--- config.mk ---
export PLATFORM = sky130hd
export DESIGN_NAME = razor_recovery_ctrl
export DESIGN_NICKNAME = d
export VERILOG_FILES = /design/src/rtl/razor_pkg.sv /design/src/rtl/razor_rate_monitor.sv /design/src/rtl/razor_recovery_ctrl.sv
export SDC_FILE = /design/constraint.sdc
export NUM_CORES = 1
export LEC_CHECK = 0
export CORE_UTILIZATION = 44
export CTS_CLUSTER_SIZE = 40
export DETAILED_ROUTE_END_ITERATION = 6
export PLACE_DENSITY = 0.77
export SYNTH_ARGS = -nofsm -noshare
export SYNTH_HDL_FRONTEND = slang
export SYNTH_SLANG_ARGS = --single-unit
export TNS_END_PERCENT = 100
--- constraint.sdc ---
create_clock -name clk -period 2.41 [get_ports clk]
set_input_delay 0.3615 -clock clk [delete_from_list [all_inputs] [get_ports clk]]
set_output_delay 0.3615 -clock clk [all_outputs]
set_load 0.02 [all_outputs]
--- src/rtl/razor_pkg.sv ---
// Shared definitions for the razor recovery controller: FSM encodings and a
// counter-width helper.
package razor_pkg;

  typedef enum logic [1:0] {
    StIdle   = 2'd0,
    StStall  = 2'd1,
    StReplay = 2'd2
  } razor_state_e;

  // Bits needed to hold values 0..value-1, never less than one.
  function automatic int unsigned clog2(input int unsigned value);
    int unsigned w;
    w = 1;
    while ((64'd1 << w) < 64'(value)) w++;
    return w;
  endfunction

endpackage

--- src/rtl/razor_rate_monitor.sv ---
// Sliding-window event-rate monitor; raises a sticky throttle request once
// THRESH recovery events land inside one WINDOW-cycle window.
module razor_rate_monitor
  import razor_pkg::*;
#(
  parameter int unsigned WINDOW = 256,
  parameter int unsigned THRESH = 4
) (
  input  logic clk,
  input  logic reset,
  input  logic event_i,
  input  logic clr_i,
  output logic throttle_req_o
);

  localparam int unsigned WinW = clog2(WINDOW);
  localparam int unsigned EvW  = clog2(THRESH + 1);

  logic [WinW-1:0] win_cnt_q;
  logic [EvW-1:0]  win_events_q;
  logic            wrap;

  assign wrap = (win_cnt_q == WinW'(WINDOW - 1));

  always_ff @(posedge clk or posedge reset) begin
    if (reset) begin
      win_cnt_q      <= '0;
      win_events_q   <= '0;
      throttle_req_o <= 1'b0;
    end else if (clr_i) begin
      win_cnt_q      <= '0;
      win_events_q   <= EvW'(event_i);
      throttle_req_o <= 1'b0;
    end else begin
      win_cnt_q <= wrap ? '0 : win_cnt_q + 1'b1;
      // An event on the wrap edge belongs to the new window.
      if (wrap) begin
        win_events_q <= EvW'(event_i);
      end else if (event_i && (win_events_q < EvW'(THRESH))) begin
        win_events_q <= win_events_q + 1'b1;
      end
      if (win_events_q >= EvW'(THRESH)) begin
        throttle_req_o <= 1'b1;
      end
    end
  end

endmodule

--- src/rtl/razor_recovery_ctrl.sv ---
// Razor error aggregation and stall-then-replay recovery sequencer for one
// pipeline stage, with lifetime error count and rate-based throttle request.
module razor_recovery_ctrl
  import razor_pkg::*;
#(
  parameter int unsigned NUM_BITS     = 32,
  parameter int unsigned STALL_CYCLES = 2,
  parameter int unsigned WINDOW       = 256,
  parameter int unsigned THRESH       = 4,
  parameter int unsigned CNT_W        = 16
) (
  input  logic                clk,
  input  logic                reset,
  input  logic [NUM_BITS-1:0] err_vec,
  input  logic [NUM_BITS-1:0] err_mask,
  input  logic                clr_i,
  output logic                stall_o,
  output logic                replay_o,
  output logic                busy_o,
  output logic [NUM_BITS-1:0] err_bits_o,
  output logic [CNT_W-1:0]    err_count_o,
  output logic                throttle_req_o
);

  localparam int unsigned StallW = clog2(STALL_CYCLES);

  razor_state_e        state_q, state_d;
  logic [StallW-1:0]   stall_cnt_q, stall_cnt_d;
  logic [NUM_BITS-1:0] err_masked;
  logic                err_any;
  logic                event_start;
  logic [NUM_BITS-1:0] err_bits_d;
  logic [CNT_W-1:0]    err_count_d;

  assign err_masked = err_vec & err_mask;
  assign err_any    = |err_masked;

  // REPLAY lasts exactly one cycle, so an error seen there (the pending
  // case) is resolved on the same edge that leaves REPLAY.
  always_comb begin
    state_d     = state_q;
    stall_cnt_d = stall_cnt_q;
    event_start = 1'b0;
    case (state_q)
      StIdle: begin
        if (err_any) begin
          state_d     = StStall;
          stall_cnt_d = StallW'(STALL_CYCLES - 1);
          event_start = 1'b1;
        end
      end
      StStall: begin
        if (stall_cnt_q == '0) begin
          state_d = StReplay;
        end else begin
          stall_cnt_d = stall_cnt_q - 1'b1;
        end
      end
      StReplay: begin
        if (err_any) begin
          state_d     = StStall;
          stall_cnt_d = StallW'(STALL_CYCLES - 1);
          event_start = 1'b1;
        end else begin
          state_d = StIdle;
        end
      end
      default: state_d = StIdle;
    endcase
  end

  always_comb begin
    err_bits_d = err_bits_o;
    if (clr_i) begin
      err_bits_d = event_start ? err_masked : '0;
    end else if (event_start) begin
      err_bits_d = err_masked;
    end else if ((state_q == StStall) && err_any) begin
      err_bits_d = err_bits_o | err_masked;
    end
  end

  always_comb begin
    err_count_d = err_count_o;
    if (clr_i) begin
      err_count_d = CNT_W'(err_any);
    end else if (err_any && (err_count_o != '1)) begin
      err_count_d = err_count_o + 1'b1;
    end
  end

  always_ff @(posedge clk or posedge reset) begin
    if (reset) begin
      state_q     <= StIdle;
      stall_cnt_q <= '0;
      stall_o     <= 1'b0;
      replay_o    <= 1'b0;
      busy_o      <= 1'b0;
      err_bits_o  <= '0;
      err_count_o <= '0;
    end else begin
      state_q     <= state_d;
      stall_cnt_q <= stall_cnt_d;
      stall_o     <= (state_d == StStall);
      replay_o    <= (state_d == StReplay);
      busy_o      <= (state_d != StIdle);
      err_bits_o  <= err_bits_d;
      err_count_o <= err_count_d;
    end
  end

  razor_rate_monitor #(
    .WINDOW (WINDOW),
    .THRESH (THRESH)
  ) u_rate_monitor (
    .clk            (clk),
    .reset          (reset),
    .event_i        (event_start),
    .clr_i          (clr_i),
    .throttle_req_o (throttle_req_o)
  );

endmodule
==> results.sh <==
export IMPL_clkSlewWorstSetupHoldPaths_ns=0.07
export IMPL_rsz0062_at_grt="no"
export IMPL_cts_buffers=9
export IMPL_wl_per_cell_um=17.1
export IMPL_avgSynthCellArea_um2=11.3
export IMPL_grt_util_all_layers=0.243
export IMPL_post_cts_setup_buffer_count=0
export IMPL_pin_count=119
export IMPL_reg2reg_depth=6
export IMPL_start_kind="flip-flop"
export IMPL_irDropWorstVdd_mv=0.437
export IMPL_yosys_area_top_type="dfrtp_1"
export IMPL_hold_buffers=0
export IMPL_power_frac_comb=0.319
export IMPL_ff2ff_setup_slack_ns=0.34
export IMPL_fin_crit_ns=2.07
export IMPL_synth_area_um2=3070
export IMPL_power_frac_seq=0.381
export IMPL_timing_fmax_ghz=0.482
export IMPL_yosys_most_used_dff="dfrtp_1"
export IMPL_synth_area_leaders="dfrtp_1 (54%), a32o_1 (10%), a22oi_1 (4.2%)"
export IMPL_slew_violations=0
export IMPL_r2r_end="err_count_o[4]"
export IMPL_yosysUniqueCellTypes=43
export IMPL_finalCritPeriodShare=0.860
export IMPL_path_class="flip-flop to flip-flop"
export IMPL_fin_skew_ns=0.00630
export IMPL_die_h_um=85.6
export IMPL_fin_nets=464
export IMPL_place_area_um2=4390
export IMPL_cts_path_max_buffers=2
export IMPL_r2r_start="err_count_o[6]"
export IMPL_grt_pass1_wl_um=13500
export IMPL_status="finished, final reports clean"
export IMPL_clockPowerShare=0.300
export IMPL_setup_worst_path_end_class="flip-flop"
export IMPL_cts_sinks=66
export IMPL_fp_dieW_um=85.6
export IMPL_dp_hpwl_um=5930
export IMPL_syn_num_nets=343
export IMPL_wl_um=8160
export IMPL_synthCells=273
export IMPL_gp_congestion=0.772
export IMPL_cp_top_family="simple AND/OR/NAND/NOR gates"
export IMPL_max_cap_violations=0
export IMPL_cts_root_buf="clkbuf_8"
export IMPL_htreeDepth=3
export IMPL_clock_latency_ns=0.34
export IMPL_antenna_found_initial=0
export IMPL_cts_resized_gates=0
export IMPL_ant_nets=0
export IMPL_synth_edf_count=0
export IMPL_crit_start="err_count_o[6]"
export IMPL_slew_headroom=0.586
export IMPL_via_per_inst=5.76
export IMPL_synth_top_area_share=0.538
export IMPL_finalHoldViolCount=0
export IMPL_worst_path_stages=6
export IMPL_slowest_stage="nor4_4"
export IMPL_start_util=0.455
export IMPL_drive_gt1_frac=0.0980
export IMPL_worst_path_buf_inv=1
export IMPL_p_switching_mw=1.20
export IMPL_ys_warn_count=0
export IMPL_crit_chain="and4_4, nand4_4, nor4_4, buf_12, nor4b_1, mux2_2"
export IMPL_final_common_cell="clkdlybuf4s50_1"
export IMPL_powerDensity_nw_per_um2=833
export IMPL_first_pass_iters=4
export IMPL_power_leakage_nw=1.91
export IMPL_worstPathRequired_ns=2.64
export IMPL_rows=30
export IMPL_p_sw_frac=0.310
export IMPL_final_cell_mix="clkdlybuf4s50_1 (118), dfrtp_1 (66), a32o_1 (32)"
export IMPL_intPower_mw=2.67
export IMPL_vias=2753
export IMPL_arrival_ns=2.30
export IMPL_synthArstFlopShare=1.00
export IMPL_antennaDiodeCount=0
export IMPL_grt_pass1_vias=2794
export IMPL_totalNegativeSetupSlack_ns=0
export IMPL_die_area_um2=7320
export IMPL_overflow=0
export IMPL_ys_ff_latch=66
export IMPL_n_fill_cell=525
export IMPL_cp_slowest_stage_delay_ns=0.56
export IMPL_hp_class="primary input to async pin"
export IMPL_drc=0
export IMPL_first_iter_violations=164
export IMPL_final_area_um2=4640
export IMPL_grt_max_degree=67
export IMPL_cp_max_fo=10
export IMPL_cts_tree="yes"
export IMPL_placeableCoreArea_um2=6760
export IMPL_setup_viol=0
export IMPL_yosysSeqAreaShare=0.538
export IMPL_io_buffers=118
export IMPL_worst_pin_slew_ns=0.617
export IMPL_area_growth_pct=51.0
cell families (layout without fill, tap and decap cells):
group	after synthesis	in the layout	share of synthesized area
compound gates	81	81	0.215
buf+inv	20	145	0.0301
mux	6	6	0.0228
xor+xnor	5	5	0.0143
simple gates	92	92	0.168
flops	66	66	0.538
fa+ha+maj	3	3	0.0122
registers in the layout, summed over array words and instances, names as in the netlist:
register,count
u_rate_monitor.throttle_req_o,1
u_rate_monitor.win_events_q,3
replay_o,1
err_bits_o,32
stall_cnt_q,1
state_q,2
stall_o,1
err_count_o,16
u_rate_monitor.win_cnt_q,8
busy_o,1
synth_stat cells, types with 4 or more instances:
cell type	n
dfrtp_1	66
a32o_1	32
nor2_1	21
a22oi_1	17
nand2_1	17
clkbuf_1	11
nand3_1	10
a21oi_1	9
nor2b_1	7
o21ai_0	6
inv_1	5
nand4_1	5
o31ai_1	5
or3_1	5
mux2_2	4
nor4_1	4
stage by stage:
| step | setup slack (ns) | std cells | hold WS, ns | util | total power [mW] |
|---|---|---|---|---|---|
| finish | 0.337 | 478 | 0.389 | 0.686 | 3.86 |
| global route | 0.188 | 478 | 0.450 | 0.686 | 4.05 |
| CTS | 0.325 | 478 | 0.409 | 0.686 | 3.90 |
| detailed placement | 0.0933 | 463 | 0.469 | 0.649 | 2.72 |
| global placement | 0.129 | 463 | 0.463 | 0.649 | 2.70 |
| floorplan | 0.394 | 273 | 0.437 | - | 2.08 |
power groups by stage:
stage	sequential, mW	combinational, mW	clock, mW
6_report	1.47	1.23	1.16
5_1_grt	1.50	1.33	1.23
4_1_cts	1.47	1.24	1.19
3_5_place_dp	1.49	1.23	0
3_3_place_gp	1.48	1.21	0
2_1_floorplan	1.67	0.414	0
layer usage:
layer | part of all wire | up-vias | track usage
met3 | 0.10 | 11 | 0.126
met2 | 0.49 | 116 | 0.382
met4 | 0.012 | 0 | 0.0848
met1 | 0.40 | 1326 | 0.287
li1 | - | 1300 | -
met5 | 0 | - | 0
layout make-up:
cell class,count,area [um2],area share
Multi-Input combinational cell,187,1330,0.288
Inverter,5,18.8,0.00405
Clock inverter,4,98.8,0.0213
Clock buffer,11,151,0.0326
Tap cell,80,100,0.0216
Sequential cell,66,1650,0.356
Timing Repair Buffer,125,1280,0.277
worst max-delay path by stage:
| stage | endpoint | slack [ns] |
|---|---|---|
| 3_5_place_dp | err_count_o[4] | 0.09 |
| 2_1_floorplan | busy_o | 0.39 |
| 3_3_place_gp | err_count_o[4] | 0.13 |
| 4_1_cts | err_count_o[2] | 0.33 |
| 6_report | err_count_o[4] | 0.34 |
| 5_1_grt | err_count_o[3] | 0.19 |
worst min-delay path: cells and delay by family:
kind	cells	cell delay (ns)
buf+inv	3	0.77
Note: power is estimated with default switching activity, not from simulation.
